## src/rtl/uart_pkg.sv

```systemverilog
// Shared definitions for the UART receive path: FSM state encoding, frame size
// and the even-parity helper. PARITY state exists only with UART_RX_PARITY_EN.
package uart_pkg;

  localparam int DATA_BITS = 8;

  typedef enum logic [2:0] {
    IDLE   = 3'd0,
    START  = 3'd1,
    DATA   = 3'd2,
`ifdef UART_RX_PARITY_EN
    PARITY = 3'd3,
`endif
    STOP   = 3'd4
  } uart_state_e;

  // Even parity: the parity bit that makes the total count of ones even.
  function automatic logic even_parity(input logic [DATA_BITS-1:0] d);
    return ^d;
  endfunction

endpackage

```

## src/rtl/uart_baud_cnt.sv

```systemverilog
// Baud counter: counts up from 0 and raises tick when the count equals the
// terminal value; it then wraps to 0. clear holds the count at 0 without ticking.
module uart_baud_cnt #(
  parameter int W = 13
) (
  input  logic         clk,
  input  logic         rst,
  input  logic         clear,
  input  logic [W-1:0] term,
  output logic         tick
);

  logic [W-1:0] cnt_r;

  assign tick = !clear && (cnt_r == term);

  // Count register, wrapping on every sample point.
  always_ff @(posedge clk) begin
    if (rst) begin
      cnt_r <= '0;
    end else if (clear || tick) begin
      cnt_r <= '0;
    end else begin
      cnt_r <= cnt_r + W'(1'b1);
    end
  end

endmodule

```

## src/rtl/uart_rx_ctrl.sv

```systemverilog
// UART receive controller: 8N1 receiver with per-bit shift strobe, held byte
// handshake and sticky frame/overrun errors. UART_RX_PARITY_EN adds even parity.
module uart_rx_ctrl
  import uart_pkg::*;
#(
  parameter int CLKS_PER_BIT = 5208
) (
  input  logic                 clk,
  input  logic                 rst,
  input  logic                 rx_in,
  input  logic                 rx_ack,
  output logic                 shift_en,
  output logic                 ser_bit,
  output logic [DATA_BITS-1:0] rx_data,
  output logic                 rx_valid,
  output logic                 frame_err,
  output logic                 overrun_err,
  output logic                 busy
`ifdef UART_RX_PARITY_EN
  ,
  output logic                 parity_err
`endif
);

  localparam int CNT_W = $clog2(CLKS_PER_BIT);
  localparam logic [CNT_W-1:0] FULL_TC = CNT_W'(CLKS_PER_BIT - 1);
  localparam logic [CNT_W-1:0] HALF_TC = CNT_W'(CLKS_PER_BIT / 2 - 1);
  localparam int IDX_W = $clog2(DATA_BITS);
  localparam logic [IDX_W-1:0] LAST_IDX = IDX_W'(DATA_BITS - 1);

  logic [1:0]           sync_r;
  logic                 rx_s;
  uart_state_e          state_r;
  uart_state_e          state_nxt_s;
  logic                 tick_s;
  logic                 cnt_clear_s;
  logic [CNT_W-1:0]     term_s;
  logic [IDX_W-1:0]     bit_idx_r;
  logic                 data_smp_s;
  logic                 stop_ok_s;
  logic                 stop_bad_s;
  logic                 set_valid_s;
  logic                 shift_en_r;
  logic                 ser_bit_r;
  logic [DATA_BITS-1:0] rx_data_r;
  logic                 rx_valid_r;
  logic                 frame_err_r;
  logic                 overrun_err_r;
  logic                 busy_r;

  assign rx_s = sync_r[1];

  // Two-flop synchronizer for the asynchronous line; idles high.
  always_ff @(posedge clk) begin
    if (rst) begin
      sync_r <= 2'b11;
    end else begin
      sync_r <= {sync_r[0], rx_in};
    end
  end

  // Start bit is checked at half a bit, every later bit at a full bit.
  assign cnt_clear_s = (state_r == IDLE);
  assign term_s      = (state_r == START) ? HALF_TC : FULL_TC;

  uart_baud_cnt #(
    .W(CNT_W)
  ) u_baud_cnt (
    .clk  (clk),
    .rst  (rst),
    .clear(cnt_clear_s),
    .term (term_s),
    .tick (tick_s)
  );

  // FSM state register.
  always_ff @(posedge clk) begin
    if (rst) begin
      state_r <= IDLE;
    end else begin
      state_r <= state_nxt_s;
    end
  end

`ifdef UART_RX_PARITY_EN
  logic par_smp_s;
  logic par_bad_r;
  logic parity_err_r;
`endif

  // Next-state logic and sample-point strobes.
  always_comb begin
    state_nxt_s = state_r;
    data_smp_s  = 1'b0;
    stop_ok_s   = 1'b0;
    stop_bad_s  = 1'b0;
`ifdef UART_RX_PARITY_EN
    par_smp_s   = 1'b0;
`endif
    case (state_r)
      IDLE: begin
        if (!rx_s) state_nxt_s = START;
        else       state_nxt_s = IDLE;
      end
      START: begin
        if (tick_s) begin
          if (!rx_s) state_nxt_s = DATA;
          else       state_nxt_s = IDLE;
        end else begin
          state_nxt_s = START;
        end
      end
      DATA: begin
        if (tick_s) begin
          data_smp_s = 1'b1;
          if (bit_idx_r == LAST_IDX) begin
`ifdef UART_RX_PARITY_EN
            state_nxt_s = PARITY;
`else
            state_nxt_s = STOP;
`endif
          end else begin
            state_nxt_s = DATA;
          end
        end else begin
          state_nxt_s = DATA;
        end
      end
`ifdef UART_RX_PARITY_EN
      PARITY: begin
        if (tick_s) begin
          par_smp_s   = 1'b1;
          state_nxt_s = STOP;
        end else begin
          state_nxt_s = PARITY;
        end
      end
`endif
      STOP: begin
        // Leaving at mid-stop lets a back-to-back start bit be caught.
        if (tick_s) begin
          state_nxt_s = IDLE;
          if (rx_s) stop_ok_s  = 1'b1;
          else      stop_bad_s = 1'b1;
        end else begin
          state_nxt_s = STOP;
        end
      end
      default: begin
        state_nxt_s = IDLE;
      end
    endcase
  end

`ifdef UART_RX_PARITY_EN
  assign set_valid_s = stop_ok_s && !par_bad_r;

  // Per-frame parity verdict and its sticky error flag.
  always_ff @(posedge clk) begin
    if (rst) begin
      par_bad_r    <= 1'b0;
      parity_err_r <= 1'b0;
    end else begin
      if (par_smp_s) begin
        par_bad_r <= (rx_s != even_parity(rx_data_r));
        if (rx_s != even_parity(rx_data_r)) parity_err_r <= 1'b1;
      end else if (state_r == START) begin
        par_bad_r <= 1'b0;
      end
    end
  end

  assign parity_err = parity_err_r;
`else
  assign set_valid_s = stop_ok_s;
`endif

  // Registered datapath: shift strobe, byte assembly, handshake and errors.
  always_ff @(posedge clk) begin
    if (rst) begin
      shift_en_r    <= 1'b0;
      ser_bit_r     <= 1'b0;
      rx_data_r     <= '0;
      rx_valid_r    <= 1'b0;
      frame_err_r   <= 1'b0;
      overrun_err_r <= 1'b0;
      busy_r        <= 1'b0;
      bit_idx_r     <= '0;
    end else begin
      shift_en_r <= data_smp_s;
      busy_r     <= (state_nxt_s != IDLE);
      if (data_smp_s) begin
        ser_bit_r            <= rx_s;
        rx_data_r[bit_idx_r] <= rx_s;
      end
      if (state_r != DATA) begin
        bit_idx_r <= '0;
      end else if (data_smp_s) begin
        bit_idx_r <= bit_idx_r + IDX_W'(1'b1);
      end
      // A simultaneous acknowledge consumes the old byte, so no overrun.
      if (set_valid_s) begin
        rx_valid_r <= 1'b1;
        if (rx_valid_r && !rx_ack) overrun_err_r <= 1'b1;
      end else if (rx_valid_r && rx_ack) begin
        rx_valid_r <= 1'b0;
      end
      if (stop_bad_s) frame_err_r <= 1'b1;
    end
  end

  assign shift_en    = shift_en_r;
  assign ser_bit     = ser_bit_r;
  assign rx_data     = rx_data_r;
  assign rx_valid    = rx_valid_r;
  assign frame_err   = frame_err_r;
  assign overrun_err = overrun_err_r;
  assign busy        = busy_r;

endmodule

```

## config.mk

```make
export PLATFORM = sky130hd
export DESIGN_NAME = uart_rx_ctrl
export DESIGN_NICKNAME = d
export VERILOG_FILES = /design/src/rtl/uart_pkg.sv /design/src/rtl/uart_baud_cnt.sv /design/src/rtl/uart_rx_ctrl.sv
export SDC_FILE = /design/constraint.sdc
export NUM_CORES = 1
export LEC_CHECK = 0
export BUFFER_PORTS_ARGS = -buffer_cell sky130_fd_sc_hd__buf_2
export CORE_MARGIN = 8
export CORE_UTILIZATION = 52
export DETAILED_ROUTE_END_ITERATION = 7
export PLACE_DENSITY = 0.76
export REMOVE_ABC_BUFFERS = 1
export SLEW_MARGIN = 15
export SYNTH_ARGS = -nofsm -noshare
export SYNTH_HDL_FRONTEND = slang
export SYNTH_SLANG_ARGS = --single-unit
```

## constraint.sdc

```tcl
create_clock -name clk -period 1.6 [get_ports clk]
set_input_delay 0.16 -clock clk [delete_from_list [all_inputs] [get_ports clk]]
set_output_delay 0.16 -clock clk [all_outputs]
set_load 0.005 [all_outputs]
```

---- Yosys cells after proc, flatten, opt, wreduce, memory -nomap -nowiden ----
Cells that the tools add are included.
cells by class
  $add $sub $neg .......................... 2
  order comparisons ....................... 2
  equal/unequal tests ..................... 6
  mux-type cells .......................... 21
  reduce and logical (&&, ||, !) cells .... 13
operator list
  kind                                                        number
  adder 13 x 1 -> 13 bit, second input constant               1
  == test 13 bit                                              1
  2-to-1 mux 13 bit                                           1
  2-to-1 mux 1 bit                                            12
  2-to-1 mux 3 bit                                            4
  one-hot mux 3 bit (4 select lines)                          1
  bitwise mux 8 bit                                           1
  == test 3 bit, second input constant                        2
  logical AND 1 bit                                           4
  less-than comparator 3 x 4 -> 1 bit, second input constant  1
  OR reduction 2 bit                                          2
  adder 3 x 1 -> 3 bit, second input constant                 1
  demux 1 bit (select 3 bit)                                  1
  == test 3 x 1 -> 1 bit, second input constant               1
  == test 3 x 2 -> 1 bit, second input constant               1
  >= comparator 3 x 1 -> 1 bit, second input constant         1
  zero test 3 bit                                             1
  inequality test 3 x 2 -> 1 bit, second input constant       1
  nonzero test 3 bit                                          1
  zero test 1 bit                                             2
  2-to-1 mux 2 bit                                            1
  AND reduction 2 bit                                         1
  nonzero test 2 bit                                          1
  logical OR 1 bit                                            1
word-level totals
  bits in registers ....................... 35
  input port bits ......................... 4
  output and inout port bits .............. 14
  word-level logic and storage cells ...... 55

---- Depth between registers and ports, before layout ----
Gate-level depths: netlist (run 1).
  word-level depth ........................ 7
  mapped depth ............................ 5
  mapped depth without buffers ............ 5

---- By module ----
From an unflattened synthesis (run 1), not the netlist that was laid out.
unflattened totals
  cells, all modules ...................... 180
  area, all modules ....................... 1754.2 um^2
modules (own cells, without submodules)
  module         instances  cells an instance  area each (um^2)  seq. area each (um^2)
  uart_rx_ctrl   1          100                968.4             440.4
  uart_baud_cnt  1          80                 785.8             260.2

---- Worst setup path after synthesis (run 1) ----
Ideal clock, no wire load.
  path type ............................... reg2reg
  start ................................... reg u_baud_cnt.cnt_r[0]
  end ..................................... reg rx_data_r[0], in the netlist rx_data[0]
  library setup time ...................... 0.127 ns
  data arrival time ....................... 1.539 ns
  data required time ...................... 1.473 ns
  path slack .............................. -0.066 ns
  cell stages (with the launch flop) ...... 6
  buffers on the path ..................... 0
  period minus slack after synthesis ...... 1.666 ns
  cells stage by stage .................... dfxtp_1 > ha_1 > or3b_2 > nor2_2 > o2111ai_1 > mux2i_1
on the way
  word-level cells in the longest chain between the ends .. 4
RTL lines
  item                            RTL line             RTL
  start: declaration              uart_baud_cnt.sv:13  logic [W-1:0] cnt_r;
  start signal: assignment        uart_baud_cnt.sv:24  cnt_r <= cnt_r + W'(1'b1);
  == test 13 bit                  uart_baud_cnt.sv:15  assign tick = !clear && (cnt_r == term);
  logical AND 1 bit               uart_baud_cnt.sv:15
  2-to-1 mux 1 bit                uart_rx_ctrl.sv:114  if (tick_s) begin
  2-to-1 mux 1 bit                uart_rx_ctrl.sv:100  case (state_r)
  end signal: indexed assignment  uart_rx_ctrl.sv:194  rx_data_r[bit_idx_r] <= rx_s;
  end: declaration                uart_rx_ctrl.sv:45   logic [DATA_BITS-1:0] rx_data_r;
Every way passes these cells.
A chain may end at the register's enable or synchronous reset.

---- Worst setup path in the final report (run 1) ----
  start ................................... reg state_r[2]
  end ..................................... reg rx_data_r[7], in the netlist rx_data[7]
on the way
  word-level cells in the longest chain between the ends .. 6
  elaborated cells on any way between the ends .. 9
  classes of those cells .................. eq/ne: 3; mux: 3; reduce/logical: 3
RTL lines
  item                      RTL line             RTL
  start: declaration        uart_rx_ctrl.sv:33   uart_state_e state_r;
  start signal: assignment  uart_rx_ctrl.sv:81   state_r <= state_nxt_s;
  == test 3 x 1 -> 1 bit    uart_rx_ctrl.sv:64   assign term_s = (state_r == START) ? HALF_TC : FULL_TC;
  2-to-1 mux 13 bit         uart_rx_ctrl.sv:64
  == test 13 bit            uart_baud_cnt.sv:15
  logical AND 1 bit         uart_baud_cnt.sv:15
  2-to-1 mux 1 bit          uart_rx_ctrl.sv:114
  2-to-1 mux 1 bit *        uart_rx_ctrl.sv:100
Every way passes the cells marked *; elsewhere a longest branch is shown, timed or not.

==> results of run 1 <==
## repair_timing
action,in CTS,in global routing
setup buffers,1,1
hold endpoints to repair,1,0
endpoints found under the setup margin,14,26
hold buffers,1,0
gates cloned,1,1
resized for setup,8,12
pin swaps,2,6
## synth_stat cells
master	n	area, um^2
and2_2	2	15.0
mux2i_1	12	120
a22o_2	1	10.0
and3_2	1	7.51
a32o_1	1	10.0
or3b_1	1	8.76
nand3_1	4	20.0
o2111ai_1	7	61.3
and2b_2	2	17.5
nor4b_2	2	30.0
or3b_4	1	11.3
inv_1	2	7.51
nor3b_2	2	25.0
clkbuf_8	2	27.5
xor2_1	6	52.6
nor2_1	4	15.0
and3_1	4	25.0
nor2_2	1	6.26
o31ai_1	1	7.51
or2_2	2	12.5
nor3_1	14	70.1
a21oi_1	4	20.0
ha_1	3	37.5
or3b_2	1	8.76
or4_1	1	7.51
buf_6	3	33.8
nand4_1	4	25.0
and4_2	1	10.0
o2111ai_2	1	15.0
nand2b_1	1	6.26
o21ai_0	3	15.0
clkbuf_1	2	7.51
nor3b_1	3	22.5
and4_4	1	11.3
nor4_1	2	12.5
o211ai_1	3	22.5
xnor2_1	5	43.8
a211oi_1	1	7.51
o31ai_2	1	12.5
o21a_4	1	15.0
dfxtp_1	35	701
nor2b_1	3	18.8
or3_1	1	6.26
nand2_1	20	75.1
and4_1	1	8.76
## per-layer routing
| layer | vias to the layer above | global-route usage [%] | share of wire [%] |
|---|---|---|---|
| li1 | 733 | - | - |
| met1 | 705 | 18.2 | 43 |
| met2 | 27 | 24.7 | 51 |
| met3 | 10 | 5.22 | 4.4 |
| met4 | 0 | 9.11 | 2.3 |
| met5 | - | 0 | 0 |
## cells by family after synthesis
| group | Yosys count |
|---|---|
| compound gates | 24 |
| fa+ha+maj | 3 |
| simple gates | 79 |
| buf+inv | 9 |
| mux | 12 |
| flops | 35 |
| xor+xnor | 11 |
## state kept, by name, indices dropped and copies added (netlist names)
register / cells
bit_idx_r: 3
busy: 1
frame_err: 1
overrun_err: 1
rx_data: 8
rx_valid: 1
ser_bit: 1
shift_en: 1
state_r: 3
sync_r: 2
u_baud_cnt.cnt_r: 13
## power by group through the flow
stage | sequential, mW | combinational (mW) | clock (mW)
after floorplan | 0.901 | 0.0215 | 0
after global placement | 0.901 | 0.0415 | 0
after detailed placement | 0.901 | 0.0432 | 0
after CTS | 0.881 | 0.0476 | 0.472
after global routing | 0.881 | 0.0542 | 0.512
final | 0.880 | 0.0483 | 0.462
## area by class of cell
cell class / count / area, um^2 / share of cell area, %
clock inverters: 1 / 5.00 / 0.234
flip-flops and latches: 35 / 709 / 33.2
well taps: 44 / 55.1 / 2.57
clock buffers: 7 / 45.0 / 2.11
repair buffers: 45 / 318 / 14.9
multi-input cells: 130 / 998 / 46.7
inverters: 2 / 7.51 / 0.351
## critical path, cell delays in order, from the launching register on
cell	delay [ns]
dfxtp_2	0.35
or3b_1	0.39
and4_4	0.19
buf_6	0.14
o211ai_1	0.20
mux2i_1	0.24
## how the worst max path moves through the flow
stage / end / slack, ns / start / cells past startpoint
final: rx_data[7] / 0.02 / state_r[2] / 5
after detailed placement: rx_data[3] / -0.05 / u_baud_cnt.cnt_r[1] / 6
after floorplan: rx_data[0] / -0.07 / u_baud_cnt.cnt_r[0] / 5
after global placement: rx_data[3] / -0.01 / u_baud_cnt.cnt_r[0] / 6
after global routing: bit_idx_r[0] / -0.04 / state_r[0] / 6
after CTS: rx_data[7] / 0.009 / state_r[0] / 5
## metrics by stage
stage	setup slack, ns	util (%)	TNS [ns]	cell area, um^2	power [mW]
3_3_place_gp	-0.0109	63.9	-0.0262	1970	0.942
5_1_grt	-0.0439	69.5	-0.386	2140	1.45
6_report	0.0209	69.5	0	2140	1.39
4_1_cts	0.00862	67.1	0	2070	1.40
2_1_floorplan	-0.0663	-	-0.594	1640	0.923
3_5_place_dp	-0.0453	63.9	-0.251	1970	0.945
==> impl_metrics.json, run 1 <==
{
  "critPathRequiredTime_ns": 1.87,
  "diodes": 0,
  "fmaxAchievable_ghz": 0.633,
  "ir_drop_mv": 0.538,
  "reg2reg_depth": 5,
  "whs_ns": 0.116,
  "path_class": "flop to flop",
  "cp.arrival_ns": 1.85,
  "yosys.area_share.simple_pct": 28.0,
  "p_per_area_nw_per_um2": 650,
  "first_pass_iters": 4,
  "die_h_um": 73.2,
  "place.gp.congestion": 0.864,
  "r2r-end": "rx_data[7]",
  "yosys_warnings": 0,
  "synth-compound-area-share_pct": 11.5,
  "synth_fa_ha_area_share_pct": 2.20,
  "switchingPower_mw": 0.321,
  "nets": 226,
  "r2r_start": "state_r[2]",
  "grt_first_pass_wirelength_um": 6590,
  "p_int_mw": 1.07,
  "synth-xor-area-share_pct": 5.65,
  "combPwrFrac_pct": 3.5,
  "drv_slew": 0,
  "fin_skew_ns": 0.0158,
  "port_buffers": 17,
  "clockBufferDepth": 2,
  "row_count": 20,
  "io_pins": 18,
  "synth_top_family_by_area": "simple AND/OR/NAND/NOR gates",
  "syn_area_per_cell_um2": 9.85,
  "final-hold-violation-count": 0,
  "power_frac_seq_pct": 63.3,
  "wl_um": 4040,
  "grt_pass1_vias": 1447,
  "post-dp-hpwl_um": 2770,
  "hold_path_class": "input pin to flop",
  "root_buffer": "clkbuf_4",
  "die_w_um": 73.2,
  "setup_viol": 0,
  "vias": 1475,
  "coreArea_um2": 3080,
  "cap_violations": 0,
  "muxShareOfSynthArea_pct": 7.05,
  "die_area_um2": 5360,
  "slew_headroom_pct": 75.2,
  "r2r_slack_ns": 0.02,
  "cts_inserted_buffers": 5,
  "status": "finished, final reports clean",
  "syn_area_um2": 1700,
  "hold_path_end": "overrun_err",
  "fin_crit_ns": 1.58,
  "overflow": 0,
  "wl_per_cell_um": 15.3,
  "layout_commonest_cell": "dfxtp_1",
  "tightest_slew_ns": 0.371,
  "grt_max_degree": 14,
  "leakage_nw": 0.886,
  "fin_crit_sh_pct": 98.7,
  "grtUsageTotal_pct": 15.7,
  "syn2layout_area_growth_pct": 25.5,
  "fin_cells": 264,
  "fill_cells": 231,
  "rsz0062_at_grt": "yes",
  "min_from": "rx_ack",
  "antenna_found_initial": 0,
  "synth.yosys.seq_area_share_pct": 41.1,
  "htree_num_levels": 2,
  "netlist_instances": 173,
  "cts_tree": "built",
  "drcViolationCount": 0,
  "critPathMaxFanout": 9,
  "switching_share_pct": 23.1,
  "ys_types": 45,
  "drive_gt1_share_pct": 37.3,
  "cts.sinks": 35,
  "layout_common_cells": "dfxtp_1 (30), buf_4 (24), nand2_1 (20)",
  "clockPowerShare_pct": 33.2,
  "ys_seq_elements": 35,
  "post-place-cells": 251,
  "initial_utilization_pct": 55.4,
  "initialDrtViolationCount": 62,
  "hold-path-cell-count": 3,
  "insertion_delay_ns": 0.34,
  "clk_pin_slew_worst_paths_ns": 0.11,
  "crit_path_start_kind": "flop",
  "end_kind": "flop",
  "viasPerCell": 5.59,
  "ant_nets": 0
}
(Power assumes the default switching activity.)
==> inputs of run 2 (changes only) <==
--- a/config.mk
+++ b/config.mk
@@ -7,9 +7,9 @@
 export LEC_CHECK = 0
 export BUFFER_PORTS_ARGS = -buffer_cell sky130_fd_sc_hd__buf_2
 export CORE_MARGIN = 8
-export CORE_UTILIZATION = 52
+export CORE_UTILIZATION = 60
 export DETAILED_ROUTE_END_ITERATION = 7
-export PLACE_DENSITY = 0.76
+export PLACE_DENSITY = 0.82
 export REMOVE_ABC_BUFFERS = 1
 export SLEW_MARGIN = 15
 export SYNTH_ARGS = -nofsm -noshare
==> constraint.sdc (replaced) <==
create_clock -name clk -period 2 [get_ports clk]
set_input_delay 0.2 -clock clk [delete_from_list [all_inputs] [get_ports clk]]
set_output_delay 0.2 -clock clk [all_outputs]
set_load 0.005 [all_outputs]
==> impl_metrics.json, run 2 (synthesized netlist as in run 1, its figures left out) <==
{
  "switchingPower_mw": 0.251,
  "wl_per_cell_um": 14.6,
  "place.gp.congestion": 0.820,
  "port_buffers": 17,
  "regMostFlops": "u_baud_cnt.cnt_r",
  "vias": 1352,
  "combPwrFrac_pct": 2.6,
  "worstSetupPathDepth": 5,
  "io_pins": 18,
  "reg2reg_depth": 5,
  "fmaxAchievable_ghz": 0.555,
  "cp_slowest_stage_delay_ns": 0.51,
  "path_class": "flop to flop",
  "critPathMaxFanout": 9,
  "cts_tree": "built",
  "drv_slew": 0,
  "crit_chain": "ha_1, or3b_2, nor2_4, o2111ai_1, mux2i_1",
  "wl_um": 3290,
  "cp_top_family": "simple AND/OR/NAND/NOR gates",
  "cts.sinks": 35,
  "fin_cells": 225,
  "critPathBufInv": 0,
  "syn2layout_area_growth_pct": 9.10,
  "cts_inserted_buffers": 5,
  "final_core_util_pct": 68.0,
  "htree_num_levels": 2,
  "grt_pass1_vias": 1324,
  "switching_share_pct": 21.5,
  "post-route-cell-area_um2": 1860,
  "clockPowerShare_pct": 37.1,
  "coreArea_um2": 2730,
  "p_per_area_nw_per_um2": 629,
  "fin_crit_sh_pct": 90.1,
  "viasPerCell": 6.01,
  "slew_headroom_pct": 66.7,
  "tightest_slew_ns": 0.498,
  "crit_path_start_kind": "flop",
  "critPathRequiredTime_ns": 2.21,
  "fin_crit_ns": 1.80,
  "cap_violations": 0,
  "ant_nets": 0,
  "overflow": 0,
  "clk_pin_slew_worst_paths_ns": 0.10,
  "fin_skew_ns": 0.00625,
  "final-hold-violation-count": 0,
  "layout_commonest_cell": "dfxtp_1",
  "p_int_mw": 0.918,
  "hold-path-cell-count": 2,
  "clockBufferDepth": 2,
  "grt_max_degree": 21,
  "root_buffer": "clkbuf_4",
  "post-place-cells": 217,
  "placed_cell_area_um2": 1780,
  "leakage_nw": 0.743,
  "cp.arrival_ns": 2.01,
  "setup_viol": 0,
  "antenna_found_initial": 0,
  "status": "finished, final reports clean",
  "die_w_um": 69.3,
  "diodes": 0,
  "largest_register_ffs": 13,
  "drive_gt1_share_pct": 24.7,
  "post-dp-hpwl_um": 2440,
  "end_kind": "flop",
  "layout_common_cells": "dfxtp_1 (35), nand2_1 (20), buf_2 (17)",
  "fill_cells": 208,
  "initial_utilization_pct": 62.3,
  "nets": 200,
  "die_h_um": 69.3,
  "initialDrtViolationCount": 81,
  "drcViolationCount": 0,
  "hold_path_class": "input pin to flop",
  "grtUsageTotal_pct": 14.2,
  "insertion_delay_ns": 0.33,
  "die_area_um2": 4800,
  "grt_first_pass_wirelength_um": 5930,
  "row_count": 19,
  "rsz0062_at_grt": "no",
  "multi_input_area_um2": 932,
  "p_total_mw": 1.17,
  "fin_setup_tns_ns": 0,
  "first_pass_iters": 4,
  "critPathSlowestCell": "or3b_2",
  "power_frac_seq_pct": 60.4,
  "regArea_um2": 701,
  "ir_drop_mv": 0.610
}
[run 2: path summary, 6_finish.rpt]
kind | end | from | slack [ns]
max | rx_data[6] | u_baud_cnt.cnt_r[0] | 0.20
min | sync_r[0] | rx_in | 0.05
max reg2reg | rx_data[6] | u_baud_cnt.cnt_r[0] | 0.20
min reg2reg | sync_r[1] | sync_r[0] | 0.44
[run 2: layer usage]
layer,share of wire (%),global-route usage (%)
met1,46,17.3
met5,0,0
met4,1.2,4.56
met3,4.3,4.72
met2,48,22.8
[run 2: area by class of cell]
class	instances	area share (%)
clock buffers	7	3.50
clock inverters	1	0.404
inverters	2	0.404
multi-input cells	129	50.1
flip-flops and latches	35	37.7
well taps	31	2.09
repair buffers	20	5.79
[run 2: power by group through the flow]
stage                     Sequential, mW  Clock [mW]  Combinational [mW]
after floorplan                    0.721           0              0.0172
after global placement             0.721           0              0.0282
after detailed placement           0.722           0              0.0301
after CTS                          0.706       0.443              0.0301
after global routing               0.707       0.485              0.0333
final                              0.706       0.434              0.0299
[run 2: through the flow]
stage | hold WS (ns) | setup slack [ns]
after global placement | 0.388 | 0.212
final | 0.0459 | 0.199
after global routing | 0.0324 | 0.0729
after floorplan | 0.269 | 0.334
after detailed placement | 0.389 | 0.136
after CTS | 0.0379 | 0.118
[run 2: what timing repair did]
action                     4_1_cts  5_1_grt
setup buffers                    0        0
hold buffers                     0        0
setup endpoints to repair        0        9
resized for setup                0        1
